--- config.mk ---
export PLATFORM = sky130hd
export DESIGN_NAME = l1_mem_arbiter_flat
export DESIGN_NICKNAME = d
export VERILOG_FILES = /design/src/rtl/l1_mem_arbiter_if.sv /design/src/rtl/l1_mem_arbiter.sv /design/src/flat_wrapper.sv
export SDC_FILE = /design/constraint.sdc
export NUM_CORES = 1
export LEC_CHECK = 0
export ABC_AREA = 1
export CAP_MARGIN = 40
export CORE_AREA = 2 2 140 142
export CTS_CLUSTER_SIZE = 24
export DETAILED_ROUTE_END_ITERATION = 12
export DIE_AREA = 0 0 142 144
export PLACE_DENSITY = 0.76
export SYNTH_ARGS = -nofsm -noshare
export SYNTH_HDL_FRONTEND = slang
export SYNTH_SLANG_ARGS = --single-unit
export TNS_END_PERCENT = 20
--- constraint.sdc ---
create_clock -name clk -period 3.2 [get_ports clk]
set_clock_uncertainty 0.2 [all_clocks]
set_input_delay 0.64 -clock clk [delete_from_list [all_inputs] [get_ports clk]]
set_output_delay 0.64 -clock clk [all_outputs]
set_load 0.01 [all_outputs]
--- src/rtl/l1_mem_arbiter_if.sv ---
// Bundle between the four L1 cache ext ports, the arbiter and main memory.
// Requests are levels held until the one-cycle response pulse; memory strobes are single-cycle.
interface l1_mem_arbiter_if #(
  parameter int ADDR_W = 20,
  parameter int DATA_W = 32
);
  logic [4*ADDR_W-1:0] req_addr;
  logic [4*DATA_W-1:0] req_wdata;
  logic [3:0]          req_awvalid;
  logic [3:0]          req_wvalid;
  logic [3:0]          req_arvalid;
  logic [3:0]          req_rvalid;
  logic [3:0]          req_bvalid;
  logic [DATA_W-1:0]   req_rdata;
  logic [1:0]          req_r_resp;
  logic [1:0]          req_w_resp;
  logic [ADDR_W-1:0]   mem_data_addr;
  logic [DATA_W-1:0]   mem_wdata;
  logic                mem_awvalid;
  logic                mem_wvalid;
  logic                mem_arvalid;
  logic                mem_rvalid;
  logic [DATA_W-1:0]   mem_rdata;
  logic [1:0]          mem_r_resp;
  logic                mem_bvalid;
  logic [1:0]          mem_w_resp;

  modport slave (
    input  req_addr, req_wdata, req_awvalid, req_wvalid, req_arvalid,
           mem_rvalid, mem_rdata, mem_r_resp, mem_bvalid, mem_w_resp,
    output req_rvalid, req_bvalid, req_rdata, req_r_resp, req_w_resp,
           mem_data_addr, mem_wdata, mem_awvalid, mem_wvalid, mem_arvalid
  );

  modport master (
    output req_addr, req_wdata, req_awvalid, req_wvalid, req_arvalid,
           mem_rvalid, mem_rdata, mem_r_resp, mem_bvalid, mem_w_resp,
    input  req_rvalid, req_bvalid, req_rdata, req_r_resp, req_w_resp,
           mem_data_addr, mem_wdata, mem_awvalid, mem_wvalid, mem_arvalid
  );
endinterface

--- src/rtl/l1_mem_arbiter.sv ---
// Round-robin arbiter serialising four L1 cache miss/writeback ports onto one memory port,
// with a bounded wait so a silent memory returns an error response instead of hanging.
module l1_mem_arbiter #(
  parameter int ADDR_W  = 20,
  parameter int DATA_W  = 32,
  parameter int TIMEOUT = 255
) (
  input  logic               clk,
  input  logic               rstn,
  l1_mem_arbiter_if.slave    bus,
  output logic [1:0]         dbg_state_o
);

  typedef enum logic [1:0] {IDLE = 2'd0, ISSUE = 2'd1, WAIT = 2'd2, RESP = 2'd3} state_t;

  localparam logic [15:0] TO_LIMIT = 16'(TIMEOUT);

  state_t              state_q, state_d;
  logic [1:0]          grant_q, grant_d;
  logic                op_q, op_d;          // 1 = write
  logic [ADDR_W-1:0]   addr_q, addr_d;
  logic [DATA_W-1:0]   wdata_q, wdata_d;
  logic [1:0]          rr_ptr_q, rr_ptr_d;
  logic [3:0]          mask_q, mask_d;
  logic [15:0]         cnt_q, cnt_d;
  logic [DATA_W-1:0]   rdata_q, rdata_d;
  logic [1:0]          r_resp_q, r_resp_d;
  logic [1:0]          w_resp_q, w_resp_d;

  logic [3:0]          pending;
  logic                found;
  logic [1:0]          sel;
  logic [1:0]          idx;

  // The served port is masked for one IDLE cycle so its just-dropping valid cannot re-win.
  assign pending = (bus.req_arvalid | (bus.req_awvalid & bus.req_wvalid)) & ~mask_q;

  always_ff @(posedge clk or negedge rstn) begin
    if (!rstn) begin
      state_q  <= IDLE;
      grant_q  <= '0;
      op_q     <= 1'b0;
      addr_q   <= '0;
      wdata_q  <= '0;
      rr_ptr_q <= '0;
      mask_q   <= '0;
      cnt_q    <= '0;
      rdata_q  <= '0;
      r_resp_q <= '0;
      w_resp_q <= '0;
    end else begin
      state_q  <= state_d;
      grant_q  <= grant_d;
      op_q     <= op_d;
      addr_q   <= addr_d;
      wdata_q  <= wdata_d;
      rr_ptr_q <= rr_ptr_d;
      mask_q   <= mask_d;
      cnt_q    <= cnt_d;
      rdata_q  <= rdata_d;
      r_resp_q <= r_resp_d;
      w_resp_q <= w_resp_d;
    end
  end

  always_comb begin
    state_d  = state_q;
    grant_d  = grant_q;
    op_d     = op_q;
    addr_d   = addr_q;
    wdata_d  = wdata_q;
    rr_ptr_d = rr_ptr_q;
    mask_d   = mask_q;
    cnt_d    = cnt_q;
    rdata_d  = rdata_q;
    r_resp_d = r_resp_q;
    w_resp_d = w_resp_q;
    found    = 1'b0;
    sel      = rr_ptr_q;
    idx      = rr_ptr_q;

    for (int k = 0; k < 4; k++) begin
      idx = rr_ptr_q + 2'(k);
      if (!found && pending[idx]) begin
        found = 1'b1;
        sel   = idx;
      end
    end

    case (state_q)
      IDLE: begin
        mask_d = '0;
        if (found) begin
          grant_d  = sel;
          op_d     = bus.req_awvalid[sel] & bus.req_wvalid[sel];
          addr_d   = bus.req_addr[int'(sel)*ADDR_W +: ADDR_W];
          wdata_d  = bus.req_wdata[int'(sel)*DATA_W +: DATA_W];
          rr_ptr_d = sel + 2'd1;
          state_d  = ISSUE;
        end
      end
      ISSUE: begin
        cnt_d   = '0;
        state_d = WAIT;
      end
      WAIT: begin
        if (!op_q && bus.mem_rvalid) begin
          rdata_d  = bus.mem_rdata;
          r_resp_d = bus.mem_r_resp;
          state_d  = RESP;
        end else if (op_q && bus.mem_bvalid) begin
          w_resp_d = bus.mem_w_resp;
          state_d  = RESP;
        end else begin
          cnt_d = cnt_q + 16'd1;
          if (cnt_d == TO_LIMIT) begin
            state_d = RESP;
            if (op_q) begin
              w_resp_d = 2'b10;
            end else begin
              r_resp_d = 2'b10;
              rdata_d  = '0;
            end
          end
        end
      end
      RESP: begin
        mask_d  = 4'b0001 << grant_q;
        state_d = IDLE;
      end
      default: state_d = IDLE;
    endcase
  end

  // Strobes decode straight from state so reset removes them without waiting for a clock.
  assign bus.mem_arvalid   = (state_q == ISSUE) && !op_q;
  assign bus.mem_awvalid   = (state_q == ISSUE) && op_q;
  assign bus.mem_wvalid    = (state_q == ISSUE) && op_q;
  assign bus.mem_data_addr = addr_q;
  assign bus.mem_wdata     = wdata_q;
  assign bus.req_rvalid    = ((state_q == RESP) && !op_q) ? (4'b0001 << grant_q) : 4'b0000;
  assign bus.req_bvalid    = ((state_q == RESP) && op_q)  ? (4'b0001 << grant_q) : 4'b0000;
  assign bus.req_rdata     = rdata_q;
  assign bus.req_r_resp    = r_resp_q;
  assign bus.req_w_resp    = w_resp_q;
  assign dbg_state_o       = state_q;

endmodule
--- src/flat_wrapper.sv ---
// flat-port wrapper written by rule: the top's interface ports become plain ports
module l1_mem_arbiter_flat 
#(
  parameter int ADDR_W  = 20,
  parameter int DATA_W  = 32,
  parameter int TIMEOUT = 255
)
  (clk, rstn, dbg_state_o, bus_req_addr, bus_req_wdata, bus_req_awvalid, bus_req_wvalid, bus_req_arvalid, bus_mem_rvalid, bus_mem_rdata, bus_mem_r_resp, bus_mem_bvalid, bus_mem_w_resp, bus_req_rvalid, bus_req_bvalid, bus_req_rdata, bus_req_r_resp, bus_req_w_resp, bus_mem_data_addr, bus_mem_wdata, bus_mem_awvalid, bus_mem_wvalid, bus_mem_arvalid);
  l1_mem_arbiter_if #(.ADDR_W(ADDR_W), .DATA_W(DATA_W)) bus_i ();
  input  logic clk;
  input  logic rstn;
  output logic [1:0] dbg_state_o;
  input wire logic [$bits(bus_i.req_addr)-1:0] bus_req_addr;
  input wire logic [$bits(bus_i.req_wdata)-1:0] bus_req_wdata;
  input wire logic [$bits(bus_i.req_awvalid)-1:0] bus_req_awvalid;
  input wire logic [$bits(bus_i.req_wvalid)-1:0] bus_req_wvalid;
  input wire logic [$bits(bus_i.req_arvalid)-1:0] bus_req_arvalid;
  input wire logic [$bits(bus_i.mem_rvalid)-1:0] bus_mem_rvalid;
  input wire logic [$bits(bus_i.mem_rdata)-1:0] bus_mem_rdata;
  input wire logic [$bits(bus_i.mem_r_resp)-1:0] bus_mem_r_resp;
  input wire logic [$bits(bus_i.mem_bvalid)-1:0] bus_mem_bvalid;
  input wire logic [$bits(bus_i.mem_w_resp)-1:0] bus_mem_w_resp;
  output wire logic [$bits(bus_i.req_rvalid)-1:0] bus_req_rvalid;
  output wire logic [$bits(bus_i.req_bvalid)-1:0] bus_req_bvalid;
  output wire logic [$bits(bus_i.req_rdata)-1:0] bus_req_rdata;
  output wire logic [$bits(bus_i.req_r_resp)-1:0] bus_req_r_resp;
  output wire logic [$bits(bus_i.req_w_resp)-1:0] bus_req_w_resp;
  output wire logic [$bits(bus_i.mem_data_addr)-1:0] bus_mem_data_addr;
  output wire logic [$bits(bus_i.mem_wdata)-1:0] bus_mem_wdata;
  output wire logic [$bits(bus_i.mem_awvalid)-1:0] bus_mem_awvalid;
  output wire logic [$bits(bus_i.mem_wvalid)-1:0] bus_mem_wvalid;
  output wire logic [$bits(bus_i.mem_arvalid)-1:0] bus_mem_arvalid;
  assign bus_i.req_addr = bus_req_addr;
  assign bus_i.req_wdata = bus_req_wdata;
  assign bus_i.req_awvalid = bus_req_awvalid;
  assign bus_i.req_wvalid = bus_req_wvalid;
  assign bus_i.req_arvalid = bus_req_arvalid;
  assign bus_i.mem_rvalid = bus_mem_rvalid;
  assign bus_i.mem_rdata = bus_mem_rdata;
  assign bus_i.mem_r_resp = bus_mem_r_resp;
  assign bus_i.mem_bvalid = bus_mem_bvalid;
  assign bus_i.mem_w_resp = bus_mem_w_resp;
  assign bus_req_rvalid = bus_i.req_rvalid;
  assign bus_req_bvalid = bus_i.req_bvalid;
  assign bus_req_rdata = bus_i.req_rdata;
  assign bus_req_r_resp = bus_i.req_r_resp;
  assign bus_req_w_resp = bus_i.req_w_resp;
  assign bus_mem_data_addr = bus_i.mem_data_addr;
  assign bus_mem_wdata = bus_i.mem_wdata;
  assign bus_mem_awvalid = bus_i.mem_awvalid;
  assign bus_mem_wvalid = bus_i.mem_wvalid;
  assign bus_mem_arvalid = bus_i.mem_arvalid;
  l1_mem_arbiter #(.ADDR_W(ADDR_W), .DATA_W(DATA_W), .TIMEOUT(TIMEOUT)) u_core (.clk(clk), .rstn(rstn), .bus(bus_i), .dbg_state_o(dbg_state_o));
endmodule
==> metrics.csv, run 1 <==
metric,value,unit
status,"complete, no violations",
power_frac_comb,70.1,%
insertion_delay,410,ps
areaGrowthSynthToFinish,59.2,%
synthTopCellsByArea,"dfrtp_1 39%, nand2_1 34%, nand3_1 8.7%, inv_1 2.6%, o21ai_0 2.2%",
num_io_pins,361,
cts_tree,built,
ys_types,28,
ys_warn_count,0,
port_buffers,360,
synth_area,7460,µm²
cts-root-buf,clkbuf_16,
die_width,142,µm
endpoint_kind,output port,
avgSynthCellArea,6.37,µm²
synth_nets,1437,
die-area,20400,µm²
startpoint_type,register,
cts_made_buffers,17,
rsz0062_at_grt,false,
ff_latch_area,2880,µm²
drc_errors,0,
critPathKind,register to output port,
critPathArrivalTime,1900,ps
crit_fanout,5,
syn_inst,1171,
intPower,6840,µW
power_density,1160,nW/µm²
grt_pass1_vias,7980,
grt_max_degree,70,
num_vias,8488,
seqPwrFrac,17.2,%
grt-ovfl-total,0,
synth_top_area_share,38.6,%
holdWs,277,ps
ir_worst_vdd,925,µV
antenna_found_initial,1,
relSlewSlack,67.9,%
fmax,365,MHz
setup_viol_count_final,0,
initial_core_util,39.1,%
tns,0,ps
p_switching,6980,µW
ant_nets,0,
n_fill_cell,1764,
drt_iter0_markers,408,
layout_common_cells,"669 x nand2_1, 359 x clkdlybuf4s50_1, 130 x nand3_1",
worstMarginPinSlew,481,ps
p_leak,0.00589,µW
row_count,51,
p_clk_share,12.7,%
synthArstFlopShare,100,%
min_path_type,register to register,
yosysTopAreaCell,dfrtp_1,
avgRoutedWirePerCell,14.7,µm
drv_slew,0,
critical_path_required,2360,ps
fin_total_pwr,13800,µW
drt-total-wl,25900,µm
post-place-ws,75.7,ps
path_clk_slew,50,ps
grt_pass1_wl,40000,µm
layout_min_cycle_time,2740,ps
place_congestion,0.914,
ys.flop_type,dfrtp_1,
post-cts-setup-buffer-count,0,
multiInputGateArea,4000,µm²
synth_seq_area_share,38.6,%
placedCellCount,1722,
ys_ff_latch,115,
core-area,19100,µm²
die_h,144,µm
first_pass_iters,5,
grt_usage,24.8,%
nNetsFinal,1770,
via_per_inst,4.83,
h-tree-depth,4,
numClockSinks,115,
min_period_over_period,85.7,%
clk_path_buf_depth,2,
dp_hpwl,19400,µm
fin_ws,459,ps
rrSetupSlack,500,ps
final_common_cell,nand2_1,
synth_edf_count,0,
layout-drive-gt1-share,4.81,%
maxCapViolations,0,
p_sw_share,50.5,%
layout.cells.non_filler,1756,
hold_viol_final,0,
## stage by stage
stage	instance area (µm²)	util [%]
floorplan	7460	-
global placement	11300	59.2
finish	11900	62.3
global route	11900	62.3
CTS	11900	62.3
detailed placement	11300	59.3
## layer usage
layer  wire length (µm)  vias to the layer above  GRT usage, %
met4                616                        0          8.84
met5                  0                        -             0
met2              13100                      295          44.1
li1                   -                     4323             -
met3               2090                       45          8.01
met1              10100                     3825          27.9
## power groups by stage
stage	registers, µW	logic [µW]	clock network [µW]
floorplan	2520	6380	0
CTS	2380	9800	1800
detailed placement	2380	9770	0
finish	2380	9690	1750
global placement	2370	9640	0
global route	2430	10900	1880
## Yosys cell counts (4+ instances only)
| master | count |
|---|---|
| buf_4 | 9 |
| o21ai_1 | 16 |
| clkbuf_1 | 20 |
| nand4_1 | 4 |
| nand2_1 | 669 |
| inv_1 | 52 |
| o22ai_1 | 13 |
| buf_2 | 30 |
| xor2_1 | 13 |
| buf_6 | 8 |
| dfrtp_1 | 115 |
| nand2_2 | 4 |
| nand3_1 | 130 |
| o21ai_0 | 33 |
| nand3_2 | 4 |
| nor3_1 | 7 |
| nor2_1 | 22 |
| ha_1 | 6 |
## sequential cells by signal, indices dropped and copies added (netlist names)
signal / flops
u_core.cnt_q: 16
u_core.rr_ptr_q: 2
u_core.bus.req_r_resp: 2
u_core.mask_q: 4
u_core.bus.mem_wdata: 32
u_core.dbg_state_o: 2
u_core.bus.req_w_resp: 2
u_core.bus.mem_data_addr: 20
u_core.grant_q: 2
u_core.bus.req_rdata: 32
u_core.op_q: 1
## critical path: stages (launching register included)
cell and delay, ps:
dfrtp_1 430, ha_1 240, nand2_1 120, nor2_1 160, clkdlybuf4s50_1 550
## kinds of logic after synthesis
kind of cell | count (synthesis) | share of synthesized area [%]
AND/OR/NAND/NOR | 846 | 46.0
buffers and inverters | 124 | 8.03
flip-flops | 115 | 38.6
AO/OA/AOI/OAI | 65 | 4.61
XOR/XNOR | 15 | 1.76
adder cells (fa/ha/maj) | 6 | 1.01
## what timing repair did
| item | 4_1_cts | 5_1_grt |
|---|---|---|
| gates resized for setup | 0 | 0 |
| hold endpoints to repair | 2 | 0 |
| hold buffers | 1 | 0 |
## final timing paths
| kind | from | to | depth (start not counted) |
|---|---|---|---|
| max | u_core.dbg_state_o[1]$_DFFE_PN0P_ | bus_req_bvalid[1] | 4 |
| min | u_core.bus.mem_wdata[4]$_DFFE_PN0P_ | u_core.bus.mem_wdata[4]$_DFFE_PN0P_ | 2 |
| max reg2reg | u_core.cnt_q[1]$_DFFE_PN0P_ | u_core.bus.req_rdata[8]$_DFFE_PN0P_ | 15 |
| min reg2reg | u_core.bus.mem_wdata[4]$_DFFE_PN0P_ | u_core.bus.mem_wdata[4]$_DFFE_PN0P_ | 2 |
| max in group asynchronous | rstn | u_core.bus.req_r_resp[1]$_DFFE_PN0P_ | 4 |
| min in group asynchronous | rstn | u_core.bus.req_rdata[4]$_DFFE_PN0P_ | 2 |
## cell type report
cell class / instances / share of cell area (%)
Clock buffer: 18 / 3.70
Inverter: 55 / 1.76
Tap cell: 238 / 2.51
Multi-Input combinational cell: 932 / 33.7
Antenna cell: 1 / 0.0211
Sequential cell: 115 / 24.2
Timing Repair Buffer: 383 / 33.2
Clock inverter: 14 / 0.885
Note: power is estimated with default switching activity, not from simulation.
==> run 2: changes to the inputs <==
--- a/config.mk
+++ b/config.mk
@@ -12,6 +12,7 @@
 export DETAILED_ROUTE_END_ITERATION = 12
 export DIE_AREA = 0 0 142 144
 export PLACE_DENSITY = 0.76
+export RECOVER_POWER = 50
 export SYNTH_ARGS = -nofsm -noshare
 export SYNTH_HDL_FRONTEND = slang
 export SYNTH_SLANG_ARGS = --single-unit
==> constraint.sdc (replaced) <==
create_clock -name clk -period 3.2 [get_ports clk]
set_clock_uncertainty 0.2 [all_clocks]
set_input_delay 0.8 -clock clk [delete_from_list [all_inputs] [get_ports clk]]
set_output_delay 0.8 -clock clk [all_outputs]
set_load 0.01 [all_outputs]
==> metrics.csv, run 2 (synthesized netlist as in run 1, its figures left out) <==
metric,value,unit,change
setup.worst_path.end,bus_req_bvalid[1],,
r2r_end,u_core.bus.req_rdata[13]$_DFFE_PN0P_,,
drt-total-wl,26000,µm,+0.57%
ant_nets,0,,unchanged
placedCellCount,1723,,+0.058%
r2r_start,u_core.cnt_q[1]$_DFFE_PN0P_,,
final_common_cell,nand2_1,,
nNetsFinal,1770,,unchanged
grt_pass1_vias,8166,,+2.3%
top_usage_layer,met2,,
row_count,51,,unchanged
num_vias,8528,,+0.47%
place_area,11300,µm²,+0.22%
maxCapViolations,1,,+1
path_clk_slew,50,ps,about the same
n_fill_cell,1718,,-2.6%
status,"finished, violations left",,
design_area,12000,µm²,+1.3%
grt_util_met3,8.77,%,+0.76 points
p_clk_share,15.6,%,+2.9 points
drc_errors,0,,unchanged
critPathArrivalTime,1860,ps,-40 ps
p_leak,0.00605,µW,+2.8%
crit_start,u_core.dbg_state_o[1]$_DFFE_PN0P_,,
grt_usage,25.1,%,+0.27 points
die_h,144,µm,unchanged
via_per_inst,4.86,,+0.47%
post-cts-setup-buffer-count,0,,unchanged
clk_path_buf_depth,2,,unchanged
seqPwrFrac,16.4,%,-0.8 points
intPower,7430,µW,+8.6%
hold_depth,2,,unchanged
ctsHoldBuffers,0,,-1
power_density,1200,nW/µm²,+2.9%
layout_min_cycle_time,2860,ps,+122 ps
cts_tree,built,,
critPathSlowestCell,clkdlybuf4s50_1,,
setup_viol_count_final,0,,unchanged
grt_pass1_wl,40200,µm,+0.38%
antenna_found_initial,2,,+1
core-area,19100,µm²,unchanged
avgRoutedWirePerCell,14.8,µm,+0.57%
globalRouteMet1Util,27.2,%,-0.73 points
critical_path_required,2200,ps,-160 ps
power_frac_comb,67.9,%,-2.2 points
die_width,142,µm,unchanged
violations,"capacitance limit, slew limit",,
layout.cells.non_filler,1756,,unchanged
place_congestion,0.869,,-4.9%
grt-ovfl-total,0,,unchanged
grt_max_degree,77,,+10%
worstPathCellList,"ha_1, nand2_1, nor2_1, clkdlybuf4s50_1",,
critPathKind,register to output port,,
min_period_over_period,89.5,%,+3.8 points
initial_core_util,39.1,%,unchanged
path_delay_family,buffers and inverters,,
rsz0062_at_grt,false,,
areaGrowthSynthToFinish,61.3,%,
cts_made_buffers,17,,unchanged
min_path_type,register to register,,
die-area,20400,µm²,unchanged
crit_fanout,5,,unchanged
met2_usage,44.5,%,+0.38 points
startpoint_type,register,,
first_pass_iters,5,,unchanged
num_io_pins,361,,unchanged
ctsResizeCount,0,,unchanged
path_depth,4,,unchanged
hold_viol_final,0,,unchanged
cts-root-buf,clkbuf_16,,
endpoint_kind,output port,,
h-tree-depth,4,,unchanged
numClockSinks,115,,unchanged
fmax,349,MHz,-4.3%
relSlewSlack,-43.6,%,-110 points
port_buffers,360,,unchanged
insertion_delay,410,ps,about the same
p_switching,6990,µW,+0.16%
ir_worst_vdd,1110,µV,+20%
drt_iter0_markers,532,,+30%
fin_total_pwr,14400,µW,+4.3%
tns,0,ps,unchanged
layout-drive-gt1-share,4.75,%,-0.066 points
dp_hpwl,19400,µm,about the same
drv_slew,40,,+40
p_sw_share,48.5,%,-2.0 points
cp.buffers_inverters,1,,unchanged
layout_common_cells,"669 x nand2_1, 321 x clkdlybuf4s50_1, 130 x nand3_1",,
reg2reg_depth,11,,-4
worstMarginPinSlew,2150,ps,+1670 ps
rrSetupSlack,440,ps,-60 ps
cpPeakStageDelay,550,ps,about the same
[run 2: cell count changes in the layout (fill, tap and decap cells not counted)]
cell             delta
clkdlybuf4s50_1    -38
dlygate4sd3_1      +37
bufinv_16           +7
buf_4               -4
clkinvlp_4          -4
inv_6               -4
buf_12              +3
clkbuf_1            +2
clkbuf_2            +2
buf_16              -1
clkinv_2            -1
clkinv_4            +1
[run 2: worst min path at each step]
stage / from / endpoint / slack (ps)
final: u_core.bus.mem_data_addr[17]$_DFFE_PN0P_ / u_core.bus.mem_data_addr[17]$_DFFE_PN0P_ / 270
after global routing: u_core.bus.mem_wdata[1]$_DFFE_PN0P_ / u_core.bus.mem_wdata[1]$_DFFE_PN0P_ / 290
after CTS: rstn / u_core.bus.req_rdata[4]$_DFFE_PN0P_ / 160
after detailed placement: u_core.bus.mem_wdata[4]$_DFFE_PN0P_ / u_core.bus.mem_wdata[4]$_DFFE_PN0P_ / 260
after global placement: u_core.bus.mem_data_addr[17]$_DFFE_PN0P_ / u_core.bus.mem_data_addr[17]$_DFFE_PN0P_ / 260
after floorplan: rstn / u_core.bus.mem_data_addr[0]$_DFFE_PN0P_ / 300
[run 2: tightest hold or removal path: cells and delay by family (launching register included)]
kind	cells	cell delay, ps
flip-flops	1	330
AND/OR/NAND/NOR	2	100
[run 2: metrics by stage]
step | util, % | hold slack (ps) | worst slack, ps
floorplan | - | 304 | 681
global placement | 59.5 | 261 | 16.7
detailed placement | 59.5 | 264 | -39.6
CTS | 63.1 | 160 | 325
global route | 63.1 | 293 | 71.2
finish | 63.1 | 268 | 336
[run 2: metal layers]
layer / routed length [µm] / share of wire (%) / vias up
li1: - / - / 4319
met1: 10000 / 38 / 3874
met2: 13100 / 50 / 286
met3: 2130 / 8.2 / 47
met4: 805 / 3.1 / 2
met5: 6 / 0.023 / -
[run 2: area by class of cell]
cell class                      instances  area [µm²]  share of cell area (%)
Sequential cell                       115        2880                    23.9
Multi-Input combinational cell        932        4000                    33.2
Timing Repair Buffer                  383        3950                    32.8
Tap cell                              238         298                    2.47
Clock inverter                         13         254                    2.11
Inverter                               55         209                    1.74
Antenna cell                            1        2.50                  0.0208
Clock buffer                           19         443                    3.68
[run 2: power groups by stage]
stage               Sequential, µW  Combinational, µW  Clock [µW]
finish                        2370               9790        2250
global route                  2440              11000        2360
CTS                           2380               9920        2300
detailed placement            2380               9890           0
global placement              2370               9750           0
floorplan                     2520               6380           0
